File: src/rtl/spi_phy_pkg.sv
// ---------------------------------------------------------------------------
// spi_phy_pkg
// Shared definitions for the SPI flash PHY: FSM state encoding, byte width,
// and the idle/active levels of the mode-0 serial lines.
// ---------------------------------------------------------------------------
package spi_phy_pkg;

  localparam int unsigned SPI_BYTE_W = 8;

  // Mode 0: clock idles low, data launched on falling edge, sampled on rising.
  localparam logic SCLK_IDLE   = 1'b0;
  localparam logic CS_ASSERT   = 1'b0;
  localparam logic CS_DEASSERT = 1'b1;

  typedef enum logic [2:0] {
    IDLE,
    SHIFT,
    WAIT_NEXT,
    HOLD,
    DESEL
  } state_e;

endpackage

File: src/rtl/spi_clk_tick.sv
// ---------------------------------------------------------------------------
// spi_clk_tick
// Half-period timer for the SPI clock. While enabled it emits a one-cycle
// tick every CLK_DIV cycles; it restarts from zero when cleared or disabled.
// Ports:
//   p_clk, p_rst  system clock, asynchronous active-high reset
//   en            count while high
//   clr           restart the period (byte accept)
//   tick          high on the last cycle of each half-period
// ---------------------------------------------------------------------------
module spi_clk_tick #(
  parameter int unsigned CLK_DIV = 2
) (
  input  logic p_clk,
  input  logic p_rst,
  input  logic en,
  input  logic clr,
  output logic tick
);

  localparam int unsigned CNT_W = $clog2(CLK_DIV) + 1;
  localparam logic [CNT_W-1:0] TERM = CNT_W'(CLK_DIV - 1);

  logic [CNT_W-1:0] cnt_q, cnt_d;

  assign tick = en && (cnt_q == TERM);

  always_comb begin
    // NOTE: assign a default before any branch so no path leaves cnt_d unassigned, which would infer a latch.
    cnt_d = cnt_q;
    if (clr || !en || tick) begin
      cnt_d = '0;
    end else begin
      cnt_d = cnt_q + CNT_W'(1);
    end
  end

  // NOTE: sequential state uses non-blocking assignments so every flop samples pre-edge values.
  always_ff @(posedge p_clk or posedge p_rst) begin
    if (p_rst) begin
      cnt_q <= '0;
    end else begin
      cnt_q <= cnt_d;
    end
  end

endmodule

File: src/rtl/spi_flash_phy.sv
// ---------------------------------------------------------------------------
// spi_flash_phy
// Mode-0, MSB-first SPI engine. Accepts bytes on a valid/ready stream, shifts
// each out on s_mosi while sampling s_miso, and returns one received byte per
// sent byte. Chip select stays low across a burst until a byte tagged tx_last
// completes, then is held high for at least CS_IDLE cycles.
// Ports:
//   p_clk, p_rst              system clock, asynchronous active-high reset
//   tx_valid/tx_ready/tx_data/tx_last  upstream byte stream
//   rx_valid/rx_data          received byte, rx_valid is a one-cycle pulse
//   busy                      engine not in IDLE
//   s_clk/s_css/s_mosi/s_miso SPI bus (s_css active-low)
// ---------------------------------------------------------------------------
module spi_flash_phy
  import spi_phy_pkg::*;
#(
  parameter int unsigned CLK_DIV = 2,
  parameter int unsigned CS_IDLE = 4
) (
  input  logic       p_clk,
  input  logic       p_rst,
  input  logic       tx_valid,
  output logic       tx_ready,
  input  logic [7:0] tx_data,
  input  logic       tx_last,
  output logic       rx_valid,
  output logic [7:0] rx_data,
  output logic       busy,
  output logic       s_clk,
  output logic       s_css,
  output logic       s_mosi,
  input  logic       s_miso
);

  localparam int unsigned CS_W = $clog2(CS_IDLE) + 1;
  localparam logic [CS_W-1:0] CS_LOAD = CS_W'(CS_IDLE - 1);
  localparam logic [2:0] LAST_BIT = 3'(SPI_BYTE_W - 1);

  state_e                  state_q, state_d;
  logic [SPI_BYTE_W-1:0]   tx_sr_q, tx_sr_d;
  logic [SPI_BYTE_W-2:0]   rx_sr_q, rx_sr_d;   // first seven bits; the eighth comes straight from s_miso
  logic [2:0]              bit_cnt_q, bit_cnt_d;
  logic [CS_W-1:0]         cs_cnt_q, cs_cnt_d;
  logic                    last_q, last_d;
  logic                    s_clk_q, s_clk_d;
  logic                    s_css_q, s_css_d;
  logic                    s_mosi_q, s_mosi_d;
  logic                    tx_ready_q, tx_ready_d;
  logic                    rx_valid_q, rx_valid_d;
  logic [SPI_BYTE_W-1:0]   rx_data_q, rx_data_d;
  logic                    busy_q, busy_d;

  logic accept;
  logic tick;

  assign accept = tx_valid && tx_ready_q;

  // HOLD reuses the half-period timer so CS trails the last falling edge by CLK_DIV cycles.
  spi_clk_tick #(.CLK_DIV(CLK_DIV)) u_tick (
    .p_clk (p_clk),
    .p_rst (p_rst),
    .en    ((state_q == SHIFT) || (state_q == HOLD)),
    .clr   (accept),
    .tick  (tick)
  );

  always_comb begin
    state_d    = state_q;
    tx_sr_d    = tx_sr_q;
    rx_sr_d    = rx_sr_q;
    bit_cnt_d  = bit_cnt_q;
    cs_cnt_d   = cs_cnt_q;
    last_d     = last_q;
    s_clk_d    = s_clk_q;
    s_css_d    = s_css_q;
    s_mosi_d   = s_mosi_q;
    rx_valid_d = 1'b0;
    rx_data_d  = rx_data_q;

    case (state_q)
      IDLE, WAIT_NEXT: begin
        if (accept) begin
          // The first low phase after this edge doubles as CS setup time.
          state_d   = SHIFT;
          tx_sr_d   = tx_data;
          last_d    = tx_last;
          bit_cnt_d = '0;
          s_clk_d   = SCLK_IDLE;
          s_css_d   = CS_ASSERT;
          s_mosi_d  = tx_data[SPI_BYTE_W-1];
        end
      end

      SHIFT: begin
        if (tick) begin
          if (!s_clk_q) begin
            s_clk_d = 1'b1;
          end else begin
            // Falling edge: sample s_miso, then launch the next bit.
            s_clk_d = 1'b0;
            rx_sr_d = {rx_sr_q[SPI_BYTE_W-3:0], s_miso};
            if (bit_cnt_q == LAST_BIT) begin
              rx_valid_d = 1'b1;
              rx_data_d  = {rx_sr_q, s_miso};
              state_d    = last_q ? HOLD : WAIT_NEXT;
            end else begin
              bit_cnt_d = bit_cnt_q + 3'd1;
              tx_sr_d   = tx_sr_q << 1;
              s_mosi_d  = tx_sr_q[SPI_BYTE_W-2];
            end
          end
        end
      end

      HOLD: begin
        if (tick) begin
          state_d  = DESEL;
          s_css_d  = CS_DEASSERT;
          s_mosi_d = 1'b0;
          cs_cnt_d = CS_LOAD;
        end
      end

      DESEL: begin
        if (cs_cnt_q == '0) begin
          state_d = IDLE;
        end else begin
          cs_cnt_d = cs_cnt_q - CS_W'(1);
        end
      end

      default: state_d = IDLE;
    endcase

    // Registered from the next state so ready is already high in the first WAIT_NEXT cycle.
    tx_ready_d = (state_d == IDLE) || (state_d == WAIT_NEXT);
    busy_d     = (state_d != IDLE);
  end

  always_ff @(posedge p_clk or posedge p_rst) begin
    if (p_rst) begin
      state_q    <= IDLE;
      tx_sr_q    <= '0;
      rx_sr_q    <= '0;
      bit_cnt_q  <= '0;
      cs_cnt_q   <= '0;
      last_q     <= 1'b0;
      s_clk_q    <= SCLK_IDLE;
      s_css_q    <= CS_DEASSERT;
      s_mosi_q   <= 1'b0;
      tx_ready_q <= 1'b0;
      rx_valid_q <= 1'b0;
      rx_data_q  <= '0;
      busy_q     <= 1'b0;
    end else begin
      state_q    <= state_d;
      tx_sr_q    <= tx_sr_d;
      rx_sr_q    <= rx_sr_d;
      bit_cnt_q  <= bit_cnt_d;
      cs_cnt_q   <= cs_cnt_d;
      last_q     <= last_d;
      s_clk_q    <= s_clk_d;
      s_css_q    <= s_css_d;
      s_mosi_q   <= s_mosi_d;
      tx_ready_q <= tx_ready_d;
      rx_valid_q <= rx_valid_d;
      rx_data_q  <= rx_data_d;
      busy_q     <= busy_d;
    end
  end

  assign tx_ready = tx_ready_q;
  assign rx_valid = rx_valid_q;
  assign rx_data  = rx_data_q;
  assign busy     = busy_q;
  assign s_clk    = s_clk_q;
  assign s_css    = s_css_q;
  assign s_mosi   = s_mosi_q;

endmodule

File: config.mk
export PLATFORM = sky130hd
export DESIGN_NAME = spi_flash_phy
export DESIGN_NICKNAME = d
export VERILOG_FILES = /design/src/rtl/spi_phy_pkg.sv /design/src/rtl/spi_clk_tick.sv /design/src/rtl/spi_flash_phy.sv
export SDC_FILE = /design/constraint.sdc
export NUM_CORES = 1
export LEC_CHECK = 0
export ABC_AREA = 1
export CORE_MARGIN = 10
export CORE_UTILIZATION = 54
export DETAILED_ROUTE_END_ITERATION = 8
export HOLD_SLACK_MARGIN = 0.02
export MAX_ROUTING_LAYER = met4
export PLACE_DENSITY = 0.89
export SLEW_MARGIN = 20
export SYNTH_ARGS = -nofsm -noshare
export SYNTH_HDL_FRONTEND = slang
export SYNTH_SLANG_ARGS = --single-unit
File: constraint.sdc
create_clock -name p_clk -period 1.6 [get_ports p_clk]
set_input_delay 0.16 -clock p_clk [delete_from_list [all_inputs] [get_ports p_clk]]
set_output_delay 0.16 -clock p_clk [all_outputs]
set_load 0.01 [all_outputs]
### Yosys cells after proc, flatten, opt, wreduce, memory -nomap -nowiden

Index checks and enable logic that the tools add are counted.

| storage, ports and cells | value |
|---|---|
| flip-flop bits (word level) | 40 |
| bits in latches | 0 |
| RAM bits | 0 |
| memory bits (read-only) | 0 |
| input bits | 13 |
| output and inout port bits | 14 |
| logic and storage cells | 92 |
| memories kept | 0 |

| cells by class | value |
|---|---|
| add/subtract/negate cells | 3 |
| $mul | 0 |
| div/mod/pow operators | 0 |
| $lt $le $gt $ge | 0 |
| eq/ne operators | 13 |
| shift operators | 0 |
| mux-type cells | 38 |
| bitwise logic cells | 0 |
| reduce and logical (&&, ||, !) cells | 24 |

Operators by type and width:

| cell | count |
|---|---|
| 3-bit 2-to-1 mux | 12 |
| 7-bit 2-to-1 mux | 4 |
| 1-bit 2-to-1 mux | 14 |
| 7-bit one-hot mux with 2 select lines | 1 |
| 3-bit one-hot mux with 2 select lines | 2 |
| 3-bit one-hot mux with 4 select lines | 1 |
| 3-bit AND reduction | 4 |
| 3-bit by 2-bit equality test with 1-bit output (second input constant) | 3 |
| 3-bit zero test | 3 |
| 3-bit equality test (second input constant) | 2 |
| 2-bit by 1-bit inequality test with 1-bit output (second input constant) | 3 |
| 2-bit inequality test (second input constant) | 3 |
| 6-bit AND reduction | 1 |
| 2-bit nonzero test | 3 |
| 3-bit nonzero test | 2 |
| 5-bit AND reduction | 1 |
| 1-bit logical OR | 4 |
| 1-bit one-hot mux with 2 select lines | 2 |
| 4-bit AND reduction | 1 |
| 3-bit by 1-bit adder with 3-bit output (second input constant) | 1 |
| 3-bit by 1-bit equality test with 1-bit output (second input constant) | 1 |
| 1-bit one-hot mux with 3 select lines | 1 |
| 3-bit by 1-bit subtractor with 3-bit output (second input constant) | 1 |
| 2-bit by 1-bit adder with 2-bit output (second input constant) | 1 |
| 6 further kinds | 7 |

### Longest topological paths before layout

| depth | value |
|---|---|
| depth after elaboration | 7 |
| mapped depth | 8 |

### Hierarchy

A second synthesis with hierarchy kept.

| second synthesis, totals | value |
|---|---|
| cells, all modules | 228 |
| area total of the unflattened synthesis | 1974.4 um^2 |

By module, submodules not included:

| module | instances | cells an instance | area an instance (um^2) | sequential area each (um^2) |
|---|---|---|---|---|
| spi_flash_phy | 1 | 217 | 1881.8 | 952.2 |
| spi_clk_tick | 1 | 11 | 92.6 | 50.0 |

### Worst setup path before layout

No wires, ideal clock.

| timing | value |
|---|---|
| kind | flip-flop to flip-flop |
| from | register bit_cnt_q[0] |
| to | register bit_cnt_q[0] |
| library setup time | 0.117 ns |
| arrival | 1.280 ns |
| slack | 0.202 ns |
| stages on the path, launching flop included | 7 |
| path buffers | 0 |
| period minus slack after synthesis | 1.398 ns |
| cell sequence | dfrtp_1 > ha_1 > ha_1 > nand3_4 > nand4_4 > nand2_1 > nand2_1 |

| on the way | value |
|---|---|
| cells in the longest elaborated chain, start to end | 5 |
| elaborated cells on any way between the ends | 8 |
| classes of those cells | add/sub (1); eq/ne (2); mux (4); reduce/logical (1) |

RTL lines:

| element | line | source |
|---|---|---|
| from (decl) | spi_flash_phy.sv:42 | `logic [2:0] bit_cnt_q, bit_cnt_d;` |
| from (signal assigned) | spi_flash_phy.sv:159 | `bit_cnt_q <= bit_cnt_d;` |
| 3-bit by 1-bit adder with 3-bit output | spi_flash_phy.sv:107 | `bit_cnt_d = bit_cnt_q + 3'd1;` |
| 3-bit 2-to-1 mux | spi_flash_phy.sv:102 | `if (bit_cnt_q == LAST_BIT) begin` |
| 3-bit 2-to-1 mux | spi_flash_phy.sv:96 | `if (!s_clk_q) begin` |
| 3-bit 2-to-1 mux | spi_flash_phy.sv:95 | `if (tick) begin` |
| 3-bit one-hot mux with 2 select lines | spi_flash_phy.sv:80 | `case (state_q)` |

Several ways; a longest one is shown, not always the timed one. The select of a mux whose other input is x is not followed.
A chain may end at the register's enable or synchronous reset.

### Worst setup path in the final report

| timing | value |
|---|---|
| from | register s_css_q, in the netlist s_css |
| to | output port s_css |

RTL lines:

| element | line | source |
|---|---|---|
| from (decl) | spi_flash_phy.sv:46 | `logic s_css_q, s_css_d;` |
| from (signal assigned) | spi_flash_phy.sv:163 | `s_css_q <= s_css_d;` |
| to (decl) | spi_flash_phy.sv:30 | `output logic s_css,` |

No word-level cell between the ends.

==> results.cfg <==
[run_status]
status = completed

[route]
viasPerCell = 5.135
drtIter0Drc = 118
dr.pass1.iters = 4
finalWirelength_um = 3989
wire_per_inst_um = 12.83
vias = 1597
drc = 0
final_antenna_net_count = 0

[floorplan]
die_w_um = 80.77
num_rows = 22
initial_core_util_pct = 55.31
pin_count = 27
die_h_um = 80.77
core_area_um2 = 3606
die-area_um2 = 6524

[synthesis]
ys.warnings.count = 0
post_synth_num_cell_types = 24
yosys.area.top_type = dfrtp_1
ys_seq_elements = 40
synth-main-ff-cell = dfrtp_1
synth_common_cells = nand2_1 (72), dfrtp_1 (39), inv_1 (22)
async_flop_share_pct = 100.0
syn_avg_cell_area_um2 = 8.709
yosysTopAreaCellShare_pct = 48.93
netlist_top_cells_area = dfrtp_1 (49%), nand2_1 (14%), inv_1 (4.1%)
syn-num-nets = 248
netlist_instances = 229
post-synth-top-count-cell = nand2_1
syn_area_um2 = 1994
synth-edff-count = 0
yosysSeqAreaShare_pct = 50.25

[layout]
fin_nets = 281
n_fill_cell = 282
seqCellArea_um2 = 1002
area_delta_synth_final_pct = 24.28
drive_gt1_share_pct = 15.21
n_antenna_cell = 0
multi_input_area_um2 = 874.6
fin_area_um2 = 2479

[sta]
setup_ws_ns = 0.07861
relSlewSlack_pct = 77.98
period_share_pct = 95.09
setup_tns_ns = 0
setup_viol = 0
drv_slew = 0
whs_ns = 0.2090
post-route-min-period_ns = 1.521
worst_pin_slew_ns = 0.3303
grt_setup_unrepaired = no
skew_ns = 0.009555
final_hold_viol_count = 0
fmax_ghz = 0.6573

[grt]
antenna_found_initial = 0
grt_max_degree = 41
grt_pass1_wl_um = 7003
grt_usage_pct = 13.92
grt_pass1_vias = 1502
grt-ovfl-total = 0

[min_path]
hp-class = in -> async

[clocking]
clockBufferDepth = 2
cts.reportedPaths.clkPinSlew_ns = 0.08
clk_latency_ns = 0.30
clock-root-buffer = clkbuf_8
cts_tree = yes
clkSinkCount = 40
cts_buffers = 5
cts-htree-levels = 2
cts_setup_buffers = 0

[placed_design]
port-buffer-count = 26
gp_congestion = 0.8572
dp_slack_ns = 0.03251
dpl_cell_area_um2 = 2345
dp_hpwl_um = 2891

[power_and_ir_drop]
vdd_drop_max_mv = 1.089
power.density_nw_per_um2 = 1774
total_power_w = 0.004397
p_leak_nw = 1.234

[setup_path]
cp_max_fo = 2
end_kind = primary output
critPathArrivalTime_ns = 1.36
crit_chain = clkdlybuf4s50_1
critPathTopFamily = flip-flops
critPathKind = reg -> out
startpoint_type = register
cp_num_buf_inv = 1
crit_slowest_cell = dfstp_2
cpPeakStageDelay_ns = 0.54
cp_data_required_time_ns = 1.44

[flow_run]
drv_cap = 0
## final timing paths
path,from,to,slack (ns),depth (start not counted)
max in group asynchronous,p_rst,s_css$_DFFE_PP1P_,1.15,3
min in group p_clk,s_miso,rx_data[0]$_DFFE_PP0P_,0.43,3
max,s_css$_DFFE_PP1P_,s_css,0.08,1
max reg2reg,state_q[0]$_DFF_PP0_,tx_sr_q[3]$_DFFE_PP0P_,0.14,6
min,p_rst,cs_cnt_q[0]$_DFFE_PP0P_,0.21,3
min reg2reg,u_tick.cnt_q[0]$_DFF_PP0_,u_tick.cnt_q[0]$_DFF_PP0_,0.46,1
## cell usage in the layout, fill, tap and decap left out, drive strengths merged
cell           Yosys  layout
nand2             74      74
dfrtp             39      39
clkdlybuf4s50      0      26
inv               25      26
o21ai             21      21
nor2              18      18
nand3             17      17
nand4             11      11
a21oi              8       8
ha                 6       6
buf                6       6
clkbuf             0       5
o211ai             1       1
mux2               1       1
or2                1       1
clkinvlp           0       1
bufinv             0       1
dfstp              1       1
## registers in the layout (all words and copies together), names as in the netlist
register	cells
busy	1
cs_cnt_q	3
rx_valid	1
rx_sr_q	7
u_tick.cnt_q	2
s_clk	1
last_q	1
s_mosi	1
tx_sr_q	7
state_q	3
bit_cnt_q	3
s_css	1
tx_ready	1
rx_data	8
## kinds of logic (layout without fill, tap and decap cells)
group | after synthesis | count (layout) | synth area share, %
adder cells (fa/ha/maj) | 6 | 6 | 3.764
AND/OR/NAND/NOR | 121 | 121 | 29.93
flip-flops | 40 | 40 | 50.25
buffers and inverters | 31 | 65 | 6.713
multiplexers | 1 | 1 | 0.5646
AO/OA/AOI/OAI | 30 | 30 | 8.783
## stage by stage
step                util, %  std cells
detailed placement    65.02        303
global route          68.74        311
global placement      65.02        303
floorplan                 -        229
CTS                   68.22        311
finish                68.74        311
## per-layer routing
layer	wire length [um]	GRT usage [%]
met1	1761	16.71
met5	0	-
met3	242	3.422
met2	1930	21.97
met4	54	5.709
## final cells by class
cell class	count	area share (%)
Clock buffer	5	2.776
Clock inverter	3	1.868
Inverter	25	3.887
Multi-Input combinational cell	158	35.29
Sequential cell	40	40.43
Tap cell	48	2.423
Timing Repair Buffer	32	13.33
## where the power goes
part	total, W	internal [W]	switching, W	leakage [nW]
Combinational	0.00199	0.000832	0.00115	0.667
Clock	0.000839	0.000470	0.000370	0.0548
Sequential	0.00157	0.00136	0.000213	0.512
## worst register-to-register path: cells and delay by family (launching register included)
family	cells	cell delay, ns
AND/OR/NAND/NOR	5	0.76
buffers and inverters	1	0.15
flip-flops	1	0.49
## timing repair
item / CTS / global route
hold buffers: 0 / 0
endpoints found under the setup margin: 0 / 14
resized for setup: 0 / 5
(Power assumes the default switching activity.)
==> edit 1: new RTL, same settings <==
Set the parameter `CS_IDLE` to 8 (it was 4).
--- a/src/rtl/spi_flash_phy.sv
+++ b/src/rtl/spi_flash_phy.sv
@@ -15,7 +15,7 @@
   import spi_phy_pkg::*;
 #(
   parameter int unsigned CLK_DIV = 2,
-  parameter int unsigned CS_IDLE = 4
+  parameter int unsigned CS_IDLE = 8
 ) (
   input  logic       p_clk,
   input  logic       p_rst,
Function: no difference found for any inputs over 10 cycles, from zero or initial values and one cycle with p_rst high; that may be too few to reach the edited logic, so the function may still have changed.
==> edit 1 against the original RTL <==
Routed wire length is 1.1% lower. Synthesized area is 4.0% lower. Register-to-register slack worse by 30 ps. Sequential cell count is 1 higher. Power is 18% lower. Final area is 1.6% lower. Synthesized cell count is 4.4% higher. Worst setup slack better by 10 ps. First-iteration DRC count is 0.85% higher. Clock skew is 1.8 ps higher. Largest power group is now sequential cells. Highest routed layer unchanged.
==> edit 1: results <==
group,metric,value,unit
timing,fin_worst_skew,11.3,ps
global_routing,track_usage,13.6,%
min_path,hold_class,"input port to async pin",
detailed_routing,dr.first_iter.drc_count,119,
place,post_dp_cell_area,2290,um2
yosys,ys_warn_count,0,
pwr,vdd_drop_max,1.41,mV
yosys,ys.flop_type,"dfrtp_1",
place,io_buffers,26,
clocking,max-clock-path-buffers,2,
yosys,async_flop_share,100,%
timing,setup_ws,88.6,ps
critical_path,rrSetupSlack,110,ps
critical_path,path_delay_family,"buffers and inverters",
yosys,synth.net_count,257,
yosys,synth_area_leaders,"dfrtp_1, nand2_1, nand3_1, inv_1, ha_1",
place,routabilityCongestion,0.804,
final_layout,diodes,0,
global_routing,antenna_found_initial,0,
global_routing,grt_pass1_wl,6800,um
final_layout,layout-drive-gt1-share,13.6,%
detailed_routing,routed_wirelength,3950,um
critical_path,r2r_end,"bit_cnt_q[2]",
critical_path,cp.arrival,1350,ps
detailed_routing,via_per_inst,5.03,
global_routing,grt_overflow,0,
critical_path,cp_max_fo,5,
critical_path,reg2reg_depth,8,
detailed_routing,drtPass1Iterations,4,
critical_path,regToRegStartpoint,"bit_cnt_q[1]",
place,dp_slack,35.0,ps
pwr,p_leak,0.00130,uW
place,hpwl,2940,um
clocking,cts-root-buf,"clkbuf_4",
final_layout,fin_nets,297,
global_routing,grt_max_degree,28,
yosys,syn-instance-count,239,
clocking,clk_pin_slew_worst_paths,130,ps
final_layout,largest_reg_flops,8,
clocking,insertion_delay,360,ps
critical_path,worst_path_max_delay_cell,"clkdlybuf4s50_1",
yosys,synth_commonest_cells,"nand2_1, dfrtp_1, nand3_1",
critical_path,cp-startpoint,"s_clk",
critical_path,crit_path_max_incr_delay,570,ps
run_status,outcome,"finished clean",
clocking,h-tree-depth,2,
place,placedCellCount,315,
critical_path,crit_end,"s_clk",
yosys,synth_cell_types,20,
timing,hold_ws,104,ps
final_layout,nFillCells,251,
detailed_routing,vias,1640,
timing,worst_slew_pin_slew,323,ps
clocking,cts_buffers,5,
yosys,ys_seq_area_share,53.7,%
[edit 1: cell types whose count changed after synthesis, moves of 9 or more]
cell,delta
o21ai_1,+9
o21ai_0,-15
nand2_1,+32
nand4_1,-9
nand3_1,+14
[edit 1: kinds of logic after synthesis]
group                      after synthesis  share of synthesized area (%)
DFF                                     41                           53.7
adders and majority gates                5                           3.27
AOI/OAI and AO/OA                       11                           2.88
and+or+nand+nor                        154                           34.4
buffers and inverters                   28                           5.75
[edit 1: timing repair]
| action | 4_1_cts | 5_1_grt |
|---|---|---|
| resized for setup | 1 | 7 |
| pin swaps | 0 | 2 |
| buffers inserted | 0 | 3 |
| endpoints found under the setup margin | 1 | 17 |
[edit 1: worst min-delay path, delay by kind of cell]
family / cells / cell delay (ps)
buf+inv: 3 / 680
[edit 1: where the power goes]
group,switching (uW),leakage [uW],internal (uW),total (uW)
logic,723,0.000712,535,1260
registers,183,0.000535,1310,1490
clock network,350,0.0000552,484,834
[edit 1: layout make-up]
type / instances / share of cell area (%)
Clock buffer: 5 / 1.54
Clock inverter: 3 / 2.67
Inverter: 23 / 3.54
Multi-Input combinational cell: 170 / 32.8
Sequential cell: 41 / 42.1
Tap cell: 46 / 2.36
Timing Repair Buffer: 38 / 15.0
[edit 1: per-stage QoR]
stage | total power [uW] | util (%)
finish | 3590 | 71.9
global route | 3870 | 71.9
CTS | 3560 | 70.5
detailed placement | 2740 | 67.5
global placement | 2680 | 67.5
floorplan | 2300 | -
[edit 1: metal layers]
| metal | GRT usage, % | vias to the layer above | routed length [um] |
|---|---|---|---|
| met1 | 16.2 | 761 | 1800 |
| met5 | - | - | 0 |
| met4 | 5.73 | 0 | 67 |
| met3 | 4.17 | 7 | 219 |
| li1 | - | 826 | - |
| met2 | 21.0 | 46 | 1860 |
==> edit 2: new RTL, config.mk and constraints unchanged <==
Without the edit above. Reset style: synchronous (`p_rst`), changed in 2 clocked blocks. Comments in the files are not updated.
--- a/src/rtl/spi_clk_tick.sv
+++ b/src/rtl/spi_clk_tick.sv
@@ -36,7 +36,7 @@
   end
 
   // NOTE: sequential state uses non-blocking assignments so every flop samples pre-edge values.
-  always_ff @(posedge p_clk or posedge p_rst) begin
+  always_ff @(posedge p_clk) begin
     if (p_rst) begin
       cnt_q <= '0;
     end else begin
--- a/src/rtl/spi_flash_phy.sv
+++ b/src/rtl/spi_flash_phy.sv
@@ -137,7 +137,7 @@
     busy_d     = (state_d != IDLE);
   end
 
-  always_ff @(posedge p_clk or posedge p_rst) begin
+  always_ff @(posedge p_clk) begin
     if (p_rst) begin
       state_q    <= IDLE;
       tx_sr_q    <= '0;
Check against the original RTL: differs if p_rst is asserted again (counterexample within 4 cycles, from zero or initial values and one cycle with p_rst high); with p_rst held inactive, the same outputs for 10 cycles.
==> edit 2 against the original RTL <==
Sequential cell count did not move. Routed wire length rose by 7.6%. Final area fell by 6.6%. Synthesized area fell by 7.0%. Worst hold slack improved by 170 ps. Sequential share of layout area fell by 5.7 points. Non-clock buffer count rose by 3. Worst setup slack improved by 12 ps. Critical endpoint is now s_clk.
Power is not compared: it rests on default switching activity, and its combinational part moved more than twofold at a synthesized area within 25%.
==> edit 2: results <==
group,metric,value,unit
clocking,insertion_delay,360,ps
critical_path,cp.arrival,1350,ps
global_routing,grt_max_degree,22,
detailed_routing,drtPass1Iterations,4,
yosys,async_flop_share,0,%
global_routing,use_met2,24.2,%
yosys,ys_seq_area_share,43.2,%
global_routing,antenna_found_initial,0,
min_path,hold_depth,3,
final_layout,diodes,0,
global_routing,grt_pass1_wl,7270,um
detailed_routing,dr_wl_met3,238,um
critical_path,regToRegStartpoint,"bit_cnt_q[0]",
critical_path,path_delay_family,"buffers and inverters",
place,post_dp_cell_area,2140,um2
pwr,power.share.sequential,51.6,%
critical_path,cp_max_fo,5,
detailed_routing,via_per_inst,5.12,
detailed_routing,wl_met2,2150,um
timing,fin_worst_skew,9.32,ps
critical_path,crit_path_max_incr_delay,570,ps
final_layout,nFillCells,283,
critical_path,crit_end,"s_clk",
final_layout,layout-drive-gt1-share,12.7,%
final_layout,largest_reg_flops,8,
global_routing,track_usage,14.5,%
place,hpwl,2800,um
global_routing,grt_pass1_vias,1736,
global_routing,use_met3,4.44,%
clocking,clk_pin_slew_worst_paths,110,ps
pwr,powerClk,661,uW
detailed_routing,wl_met1,1830,um
min_path,hold_class,"input port to flop",
detailed_routing,wire_per_inst,12.7,um
clocking,max-clock-path-buffers,2,
global_routing,use_met1,15.3,%
clocking,cts-root-buf,"clkbuf_4",
pwr,vdd_drop_max,0.770,mV
run_status,outcome,"finished clean",
yosys,synth_area_leaders,"dfxtp_1, nand2_1, nor2_1, inv_1, ha_1",
timing,setup_ws,90.3,ps
yosys,synth.net_count,275,
critical_path,reg2reg_depth,10,
pwr,p_int,1520,uW
yosys,ys_warn_count,0,
final_layout,fin_nets,310,
place,dp_slack,13.8,ps
critical_path,cp-startpoint,"s_clk",
critical_path,rrSetupSlack,100,ps
critical_path,r2r_end,"bit_cnt_q[2]",
critical_path,worst_path_max_delay_cell,"clkdlybuf4s50_1",
yosys,synth_commonest_cells,"nand2_1, nor2_1, dfxtp_1",
clocking,cts_buffers,5,
timing,hold_ws,380,ps
place,routabilityCongestion,0.861,
yosys,synth_cell_types,26,
yosys,ys.flop_type,"dfxtp_1",
detailed_routing,dr.first_iter.drc_count,222,
timing,worst_slew_pin_slew,309,ps
edit 2: area by class of cell:
cell class,count,area (um2),area share (%)
Multi-Input combinational cell,177,922,39.8
Inverter,32,120,5.19
Clock buffer,5,37.5,1.62
Sequential cell,40,803,34.7
Tap cell,46,57.6,2.49
Timing Repair Buffer,35,332,14.3
Clock inverter,3,42.5,1.84
edit 2: through the flow:
step                      power [uW]  std cells
final                           2100        338
after global routing            2210        338
after CTS                       2090        336
after detailed placement        1410        324
after global placement          1390        324
after floorplan                 1310        256
edit 2: cells by family (layout without fill, tap and decap cells):
kind of cell,Yosys count,count (layout),share of synthesized area (%)
AND/OR/NAND/NOR,135,137,31.9
buffers and inverters,41,75,10.5
flip-flops,40,40,43.2
AO/OA/AOI/OAI,34,34,10.4
adder cells (fa/ha/maj),6,6,4.05
edit 2: what timing repair did:
action                     CTS  global route
setup endpoints to repair    3            29
gates resized for setup      2            11
pin swaps                    1             3
buffers inserted             2             2
cloned                       2             0
